[src/rtl/vgacon_term_ctrl_if.sv]
`default_nettype none
// ============================================================================
// Module      : vgacon_term_ctrl_if
// Description : Character stream, host write and text-buffer port bundle
//               for the VGA console terminal sequencer.
// Revision    : 1.0 - initial release
// ============================================================================
interface vgacon_term_ctrl_if #(
  parameter int ADDR_W = 5
);
  // character byte stream (valid/ready)
  logic              ch_valid;
  logic [7:0]        ch_data;
  logic              ch_ready;
  // direct host write, always wins the buffer write port
  logic              host_we;
  logic [ADDR_W-1:0] host_addr;
  logic [7:0]        host_wdata;
  // text buffer port (read is combinational, same cycle)
  logic              buf_we;
  logic [ADDR_W-1:0] buf_waddr;
  logic [7:0]        buf_wdata;
  logic [ADDR_W-1:0] buf_raddr;
  logic [7:0]        buf_rdata;

  // environment side: feeds characters/host writes and models the buffer
  modport master (
    output ch_valid, ch_data, host_we, host_addr, host_wdata, buf_rdata,
    input  ch_ready, buf_we, buf_waddr, buf_wdata, buf_raddr
  );

  // controller side
  modport slave (
    input  ch_valid, ch_data, host_we, host_addr, host_wdata, buf_rdata,
    output ch_ready, buf_we, buf_waddr, buf_wdata, buf_raddr
  );
endinterface
`default_nettype wire

[src/rtl/vgacon_term_ctrl.sv]
`default_nettype none
// ============================================================================
// Module      : vgacon_term_ctrl
// Description : Terminal-style sequencer for the VGA console text buffer.
//               Accepts character bytes, keeps a cursor, interprets CR/LF/
//               BS/FF, and runs scroll-up and clear-all sweeps over the
//               buffer. Host writes always take the write port first.
// Revision    : 1.0 - initial release
// ============================================================================
module vgacon_term_ctrl #(
  parameter int         NUM_ROWS         = 3,
  parameter int         NUM_COLS         = 10,
  parameter int         ADDR_W           = $clog2(NUM_ROWS*NUM_COLS),
  parameter logic [7:0] FILL_CHAR        = 8'h20,
  parameter bit         SCROLL_IN_VBLANK = 1'b1
) (
  input  wire logic                        clk,
  input  wire logic                        rst_n,
  vgacon_term_ctrl_if.slave                bus,
  input  wire logic                        vblank,
  output logic [$clog2(NUM_COLS)-1:0]      cursor_col,
  output logic [$clog2(NUM_ROWS)-1:0]      cursor_row,
  output logic                             busy
);

  localparam int COL_W = $clog2(NUM_COLS);
  localparam int ROW_W = $clog2(NUM_ROWS);

  localparam logic [COL_W-1:0]  LAST_COL  = COL_W'(NUM_COLS - 1);
  localparam logic [ROW_W-1:0]  LAST_ROW  = ROW_W'(NUM_ROWS - 1);
  localparam logic [ADDR_W-1:0] ROW_STEP  = ADDR_W'(NUM_COLS);
  // last destination cell of the copy phase; the fill phase starts right after
  localparam logic [ADDR_W-1:0] COPY_LAST = ADDR_W'(NUM_COLS*(NUM_ROWS-1) - 1);
  localparam logic [ADDR_W-1:0] CELL_LAST = ADDR_W'(NUM_COLS*NUM_ROWS - 1);

  localparam logic [6:0] CODE_BS = 7'h08;
  localparam logic [6:0] CODE_LF = 7'h0A;
  localparam logic [6:0] CODE_FF = 7'h0C;
  localparam logic [6:0] CODE_CR = 7'h0D;

  typedef enum logic [2:0] {
    IDLE        = 3'd0,
    PUT         = 3'd1,
    WAIT_VBL    = 3'd2,
    SCROLL_COPY = 3'd3,
    SCROLL_FILL = 3'd4,
    CLEAR_ALL   = 3'd5
  } state_t;

  state_t             state;
  logic [7:0]         ch_byte;    // byte latched at the handshake
  logic [ADDR_W-1:0]  cnt;        // sweep cell index for scroll/clear
  logic               op_clear;   // what WAIT_VBL launches: 1 = clear-all

  logic [6:0]         code;
  logic               is_print;
  logic               col_last;
  logic               row_last;
  logic               need_wait;
  logic [ADDR_W-1:0]  cur_idx;

  logic               eng_we;
  logic [ADDR_W-1:0]  eng_waddr;
  logic [7:0]         eng_wdata;
  logic [ADDR_W-1:0]  eng_raddr;
  logic               stall;

  assign code      = ch_byte[6:0];
  assign is_print  = (code >= 7'h20) && (code <= 7'h7E);
  assign col_last  = (cursor_col == LAST_COL);
  assign row_last  = (cursor_row == LAST_ROW);
  assign need_wait = SCROLL_IN_VBLANK & ~vblank;
  assign cur_idx   = ADDR_W'(cursor_row) * ROW_STEP + ADDR_W'(cursor_col);

  // status outputs follow the registered state directly
  assign bus.ch_ready = (state == IDLE);
  assign busy         = (state != IDLE);

  // engine write request and read address for the current state
  always_comb begin
    eng_we    = 1'b0;
    eng_waddr = '0;
    eng_wdata = FILL_CHAR;
    eng_raddr = '0;
    case (state)
      PUT: begin
        if (is_print) begin
          eng_we    = 1'b1;
          eng_waddr = cur_idx;
          eng_wdata = ch_byte;
        end else if (code == CODE_BS && cursor_col != '0) begin
          eng_we    = 1'b1;
          eng_waddr = cur_idx - 1'b1;
          eng_wdata = FILL_CHAR;
        end
      end
      SCROLL_COPY: begin
        eng_we    = 1'b1;
        eng_waddr = cnt;
        eng_raddr = cnt + ROW_STEP;
        eng_wdata = bus.buf_rdata;
      end
      SCROLL_FILL, CLEAR_ALL: begin
        eng_we    = 1'b1;
        eng_waddr = cnt;
        eng_wdata = FILL_CHAR;
      end
      default: begin
        eng_we = 1'b0;
      end
    endcase
  end

  // host priority: a host write takes the port and freezes a writing engine
  always_comb begin
    stall         = bus.host_we & eng_we;
    bus.buf_we    = bus.host_we | eng_we;
    bus.buf_waddr = bus.host_we ? bus.host_addr  : eng_waddr;
    bus.buf_wdata = bus.host_we ? bus.host_wdata : eng_wdata;
    bus.buf_raddr = eng_raddr;
  end

  // sequencer: handshake, code decode, cursor and sweep counter
  always_ff @(posedge clk or negedge rst_n) begin
    if (!rst_n) begin
      state      <= IDLE;
      ch_byte    <= '0;
      cursor_col <= '0;
      cursor_row <= '0;
      cnt        <= '0;
      op_clear   <= 1'b0;
    end else begin
      case (state)
        IDLE: begin
          if (bus.ch_valid) begin
            ch_byte <= bus.ch_data;
            state   <= PUT;
          end
        end

        PUT: begin
          if (!stall) begin
            state <= IDLE;
            if (is_print) begin
              if (col_last) begin
                cursor_col <= '0;
                if (row_last) begin
                  // bottom row full: cursor stays on the last row, scroll up
                  op_clear <= 1'b0;
                  cnt      <= '0;
                  state    <= need_wait ? WAIT_VBL : SCROLL_COPY;
                end else begin
                  cursor_row <= cursor_row + ROW_W'(1);
                end
              end else begin
                cursor_col <= cursor_col + COL_W'(1);
              end
            end else begin
              case (code)
                CODE_CR: cursor_col <= '0;
                CODE_LF: begin
                  cursor_col <= '0;
                  if (row_last) begin
                    op_clear <= 1'b0;
                    cnt      <= '0;
                    state    <= need_wait ? WAIT_VBL : SCROLL_COPY;
                  end else begin
                    cursor_row <= cursor_row + ROW_W'(1);
                  end
                end
                CODE_BS: begin
                  if (cursor_col != '0) begin
                    cursor_col <= cursor_col - COL_W'(1);
                  end
                end
                CODE_FF: begin
                  cursor_col <= '0;
                  cursor_row <= '0;
                  op_clear   <= 1'b1;
                  cnt        <= '0;
                  state      <= need_wait ? WAIT_VBL : CLEAR_ALL;
                end
                default: state <= IDLE;
              endcase
            end
          end
        end

        WAIT_VBL: begin
          if (vblank) begin
            state <= op_clear ? CLEAR_ALL : SCROLL_COPY;
          end
        end

        SCROLL_COPY: begin
          if (!stall) begin
            cnt <= cnt + 1'b1;
            if (cnt == COPY_LAST) begin
              state <= SCROLL_FILL;
            end
          end
        end

        SCROLL_FILL, CLEAR_ALL: begin
          if (!stall) begin
            if (cnt == CELL_LAST) begin
              cnt   <= '0;
              state <= IDLE;
            end else begin
              cnt <= cnt + 1'b1;
            end
          end
        end

        default: state <= IDLE;
      endcase
    end
  end

endmodule
`default_nettype wire

[src/flat_wrapper.sv]
// flat-port wrapper written by rule: the top's interface ports become plain ports
module vgacon_term_ctrl_flat 
#(
  parameter int         NUM_ROWS         = 3,
  parameter int         NUM_COLS         = 10,
  parameter int         ADDR_W           = $clog2(NUM_ROWS*NUM_COLS),
  parameter logic [7:0] FILL_CHAR        = 8'h20,
  parameter bit         SCROLL_IN_VBLANK = 1'b1
)
  (clk, rst_n, vblank, cursor_col, cursor_row, busy, bus_ch_valid, bus_ch_data, bus_host_we, bus_host_addr, bus_host_wdata, bus_buf_rdata, bus_ch_ready, bus_buf_we, bus_buf_waddr, bus_buf_wdata, bus_buf_raddr);
  vgacon_term_ctrl_if #(.ADDR_W(ADDR_W)) bus_i ();
  input  wire logic clk;
  input  wire logic rst_n;
  input  wire logic vblank;
  output logic [$clog2(NUM_COLS)-1:0] cursor_col;
  output logic [$clog2(NUM_ROWS)-1:0] cursor_row;
  output logic busy;
  input wire logic [$bits(bus_i.ch_valid)-1:0] bus_ch_valid;
  input wire logic [$bits(bus_i.ch_data)-1:0] bus_ch_data;
  input wire logic [$bits(bus_i.host_we)-1:0] bus_host_we;
  input wire logic [$bits(bus_i.host_addr)-1:0] bus_host_addr;
  input wire logic [$bits(bus_i.host_wdata)-1:0] bus_host_wdata;
  input wire logic [$bits(bus_i.buf_rdata)-1:0] bus_buf_rdata;
  output wire logic [$bits(bus_i.ch_ready)-1:0] bus_ch_ready;
  output wire logic [$bits(bus_i.buf_we)-1:0] bus_buf_we;
  output wire logic [$bits(bus_i.buf_waddr)-1:0] bus_buf_waddr;
  output wire logic [$bits(bus_i.buf_wdata)-1:0] bus_buf_wdata;
  output wire logic [$bits(bus_i.buf_raddr)-1:0] bus_buf_raddr;
  assign bus_i.ch_valid = bus_ch_valid;
  assign bus_i.ch_data = bus_ch_data;
  assign bus_i.host_we = bus_host_we;
  assign bus_i.host_addr = bus_host_addr;
  assign bus_i.host_wdata = bus_host_wdata;
  assign bus_i.buf_rdata = bus_buf_rdata;
  assign bus_ch_ready = bus_i.ch_ready;
  assign bus_buf_we = bus_i.buf_we;
  assign bus_buf_waddr = bus_i.buf_waddr;
  assign bus_buf_wdata = bus_i.buf_wdata;
  assign bus_buf_raddr = bus_i.buf_raddr;
  vgacon_term_ctrl #(.NUM_ROWS(NUM_ROWS), .NUM_COLS(NUM_COLS), .ADDR_W(ADDR_W), .FILL_CHAR(FILL_CHAR), .SCROLL_IN_VBLANK(SCROLL_IN_VBLANK)) u_core (.clk(clk), .rst_n(rst_n), .bus(bus_i), .vblank(vblank), .cursor_col(cursor_col), .cursor_row(cursor_row), .busy(busy));
endmodule
[config.mk]
export PLATFORM = sky130hd
export DESIGN_NAME = vgacon_term_ctrl_flat
export DESIGN_NICKNAME = d
export VERILOG_FILES = /design/src/rtl/vgacon_term_ctrl_if.sv /design/src/rtl/vgacon_term_ctrl.sv /design/src/flat_wrapper.sv
export SDC_FILE = /design/constraint.sdc
export NUM_CORES = 1
export LEC_CHECK = 0
export ABC_AREA = 0
export BUFFER_PORTS_ARGS = -buffer_cell sky130_fd_sc_hd__buf_2
export CORE_UTILIZATION = 40
export DETAILED_ROUTE_END_ITERATION = 10
export GPL_TIMING_DRIVEN = 0
export PLACE_DENSITY = 0.62
export SYNTH_ARGS = -nofsm -noshare
export SYNTH_HDL_FRONTEND = slang
export SYNTH_SLANG_ARGS = --single-unit
[constraint.sdc]
create_clock -name clk -period 2 [get_ports clk]
set_clock_uncertainty 0.05 [all_clocks]
set_input_delay 0.1 -clock clk [delete_from_list [all_inputs] [get_ports clk]]
set_output_delay 0.1 -clock clk [all_outputs]
set_load 0.02 [all_outputs]
==> impl_metrics.ini <==
[power]
power_mw = 5.014
powerDensity_nw_per_um2 = 1495
peakVddDrop_mv = 0.9330
leakage_nw = 1.505

[place]
port_buffers = 60
dp_cells = 386
gp_congestion = 0.8215
dp_hpwl_um = 4645

[logic_synthesis]
yosysTopAreaCell = dfrtp_1
synth_edf_count = 0
synthArstFlopShare = 1.000
ys.flop_type = dfrtp_1
synth_top_area_frac = 0.2674
yosysUniqueCellTypes = 60
syn-num-nets = 304
syn_area_per_cell_um2 = 8.407
syn-cell-area_um2 = 2152
seq_area_frac_synth = 0.2674
synth_area_leaders = dfrtp_1, ha_1, mux2_2
synthCells = 256
yosysWarnings = 0
ys_seq_elements = 23

[cts]
clkSlewWorstSetupHoldPaths_ps = 90
cts_root_buffer = clkbuf_8
htree_levels = 1
clock_sinks = 23
clkLatencyLatePin_ps = 270
cts_inserted_buffers = 3
clockBufferDepth = 2
cts_tree = done

[timing]
finalSetupTns_ps = -3738
tightestPinTransition_ps = 579.6
min_period_over_period = 1.180
rsz0062_at_grt = yes
finalCriticalPeriod_ps = 2360
relSlewSlack = 0.6136
hold_viol = 0
timing.hold.ws_ps = 7.505
setup_violations = 17
clock.fmax_mhz = 423.8
maxSlewViolCount = 0
setup_slack_ps = -359.5

[job]
maxCapViolations = 0

[outcome]
violations = setup timing
status = complete, but fails checks

[die]
rows = 26
die_area_um2 = 5678
die_h_um = 75.35
core-area_um2 = 5140
dieWidth_um = 75.35
io_pins = 61
start_util = 0.4187

[worst_hold_path]
hold_path_class = in -> reg

[grt]
grt_pass1_wl_um = 10590
grt_max_degree = 24
antenna_found_initial = 0
grtUsageTotal = 0.2486
gr-total-overflow = 0
grt_pass1_vias = 2187

[drt]
first_pass_iters = 4
wl_per_cell_um = 16.46
ant_nets = 0
drt_iter0_drc = 77
vias = 2353
drc = 0
viasPerCell = 5.523
routed_wl_um = 7010

[final_layout]
area_growth_pct = 55.81
seq_area_um2 = 586.8
final_layout_size_suffix_gt1_frac = 0.5449
n_fill_cell = 444
diodes = 0
final_nets = 405
layout.cells.non_filler = 426
multi_input_area_um2 = 1802

[setup_path]
slowest_delay_ps = 590
critical_path_required_ps = 1850
slowest_stage = or4_4
cp_data_arrival_time_ps = 2210
path_delay_family = simple AND/OR/NAND/NOR gates
end_kind = output port
worst-path-buf-inv = 2
start_kind = flip-flop
worst-setup-path-type = reg -> out
worstPathCellList = clkbuf_8, or2_4, or4_4, a21oi_4, o21ai_2, a21oi_2, buf_6
cp_max_fo = 4
[flip-flops by register name (all words and copies together) (netlist names)]
name,count
u_core.ch_byte,8
u_core.op_clear,1
u_core.state,3
u_core.cursor_row,2
u_core.cursor_col,4
u_core.cnt,5
[cells in the mapped netlist (all sizes together), types with 3 or more instances]
master / n
dfrtp: 23
a21oi: 18
nor2: 16
nand2: 15
o21ai: 15
ha: 13
inv: 13
clkbuf: 12
mux2: 12
a22oi: 9
nand2b: 7
a31oi: 6
and2: 6
nand3: 5
or2: 5
a41oi: 4
buf: 4
mux2i: 4
nor4: 4
or3: 4
a21boi: 3
nor2b: 3
nor3: 3
nor3b: 3
o22ai: 3
or3b: 3
xnor2: 3
xor2: 3
[final timing paths]
check / start / endpoint / slack [ps] / cells past startpoint
setup reg to reg: u_core.ch_byte[1] / u_core.cursor_col[1] / -260 / 8
min in group asynchronous: rst_n / u_core.ch_byte[7] / 300 / 2
hold / removal: bus_ch_data[7] / u_core.ch_byte[7] / 8 / 2
max in group asynchronous: rst_n / u_core.cursor_row[0] / 1190 / 2
hold reg to reg: u_core.ch_byte[7] / u_core.ch_byte[7] / 500 / 1
setup / recovery: u_core.ch_byte[1] / bus_buf_waddr[2] / -360 / 7
[layout make-up]
class | count | area share
Timing Repair Buffer | 102 | 0.2045
Inverter | 13 | 0.01530
Buffer | 10 | 0.02799
Clock buffer | 3 | 0.01231
Tap cell | 70 | 0.02612
Clock inverter | 1 | 0.001493
Sequential cell | 23 | 0.1750
Multi-Input combinational cell | 204 | 0.5373
[per-stage QoR]
step / utilization / instance area (µm²) / worst slack (ps)
floorplan: - / 2267 / -57.59
global placement: 0.5166 / 2655 / -403.1
detailed placement: 0.5166 / 2655 / -400.5
CTS: 0.6151 / 3162 / -350.4
global route: 0.6524 / 3353 / -436.0
finish: 0.6524 / 3353 / -359.5
[cell families after synthesis]
| kind of cell | synth area share |
|---|---|
| muxes | 0.08314 |
| DFF | 0.2674 |
| xor gates and xnor gates | 0.02442 |
| and+or+nand+nor | 0.2244 |
| adders and majority gates | 0.08489 |
| buffers and inverters | 0.05291 |
| AOI/OAI and AO/OA | 0.2628 |
[power by group]
part / leakage (nW) / switching (mW) / internal, mW
clock network: 0.0255 / 0.160 / 0.139
logic: 1.21 / 1.95 / 1.86
registers: 0.273 / 0.238 / 0.667
[cell usage in the layout, fill, tap and decap left out, drive strengths merged, types with 3 or more instances in the layout]
master	netlist	final
buf	4	102
dfrtp	23	23
a21oi	18	18
nor2	16	16
nand2	15	15
o21ai	15	15
inv	13	13
ha	13	13
mux2	12	12
a22oi	9	9
clkbuf	12	9
nand2b	7	7
a31oi	6	6
and2	6	6
nand3	5	5
or2	5	5
dlygate4sd3	0	4
nor4	4	4
or3	4	4
mux2i	4	4
a41oi	4	4
nor2b	3	3
nor3	3	3
xnor2	3	3
nor3b	3	3
a21boi	3	3
xor2	3	3
or3b	3	3
o22ai	3	3
[what timing repair did]
action,CTS,global route
hold buffers,4,0
setup buffers,32,6
resized for setup,59,43
hold endpoints to repair,26,0
setup endpoints to repair,28,36
gates cloned,0,0
pin swaps,14,14
[layer usage]
layer,global-route usage,vias to the layer above,part of all wire
met2,0.4365,58,0.51
met5,0,-,0
li1,-,1163,-
met3,0.03836,11,0.031
met1,0.3188,1121,0.44
met4,0.06584,0,0.018
No activity file was read; power rests on OpenSTA's default activity.
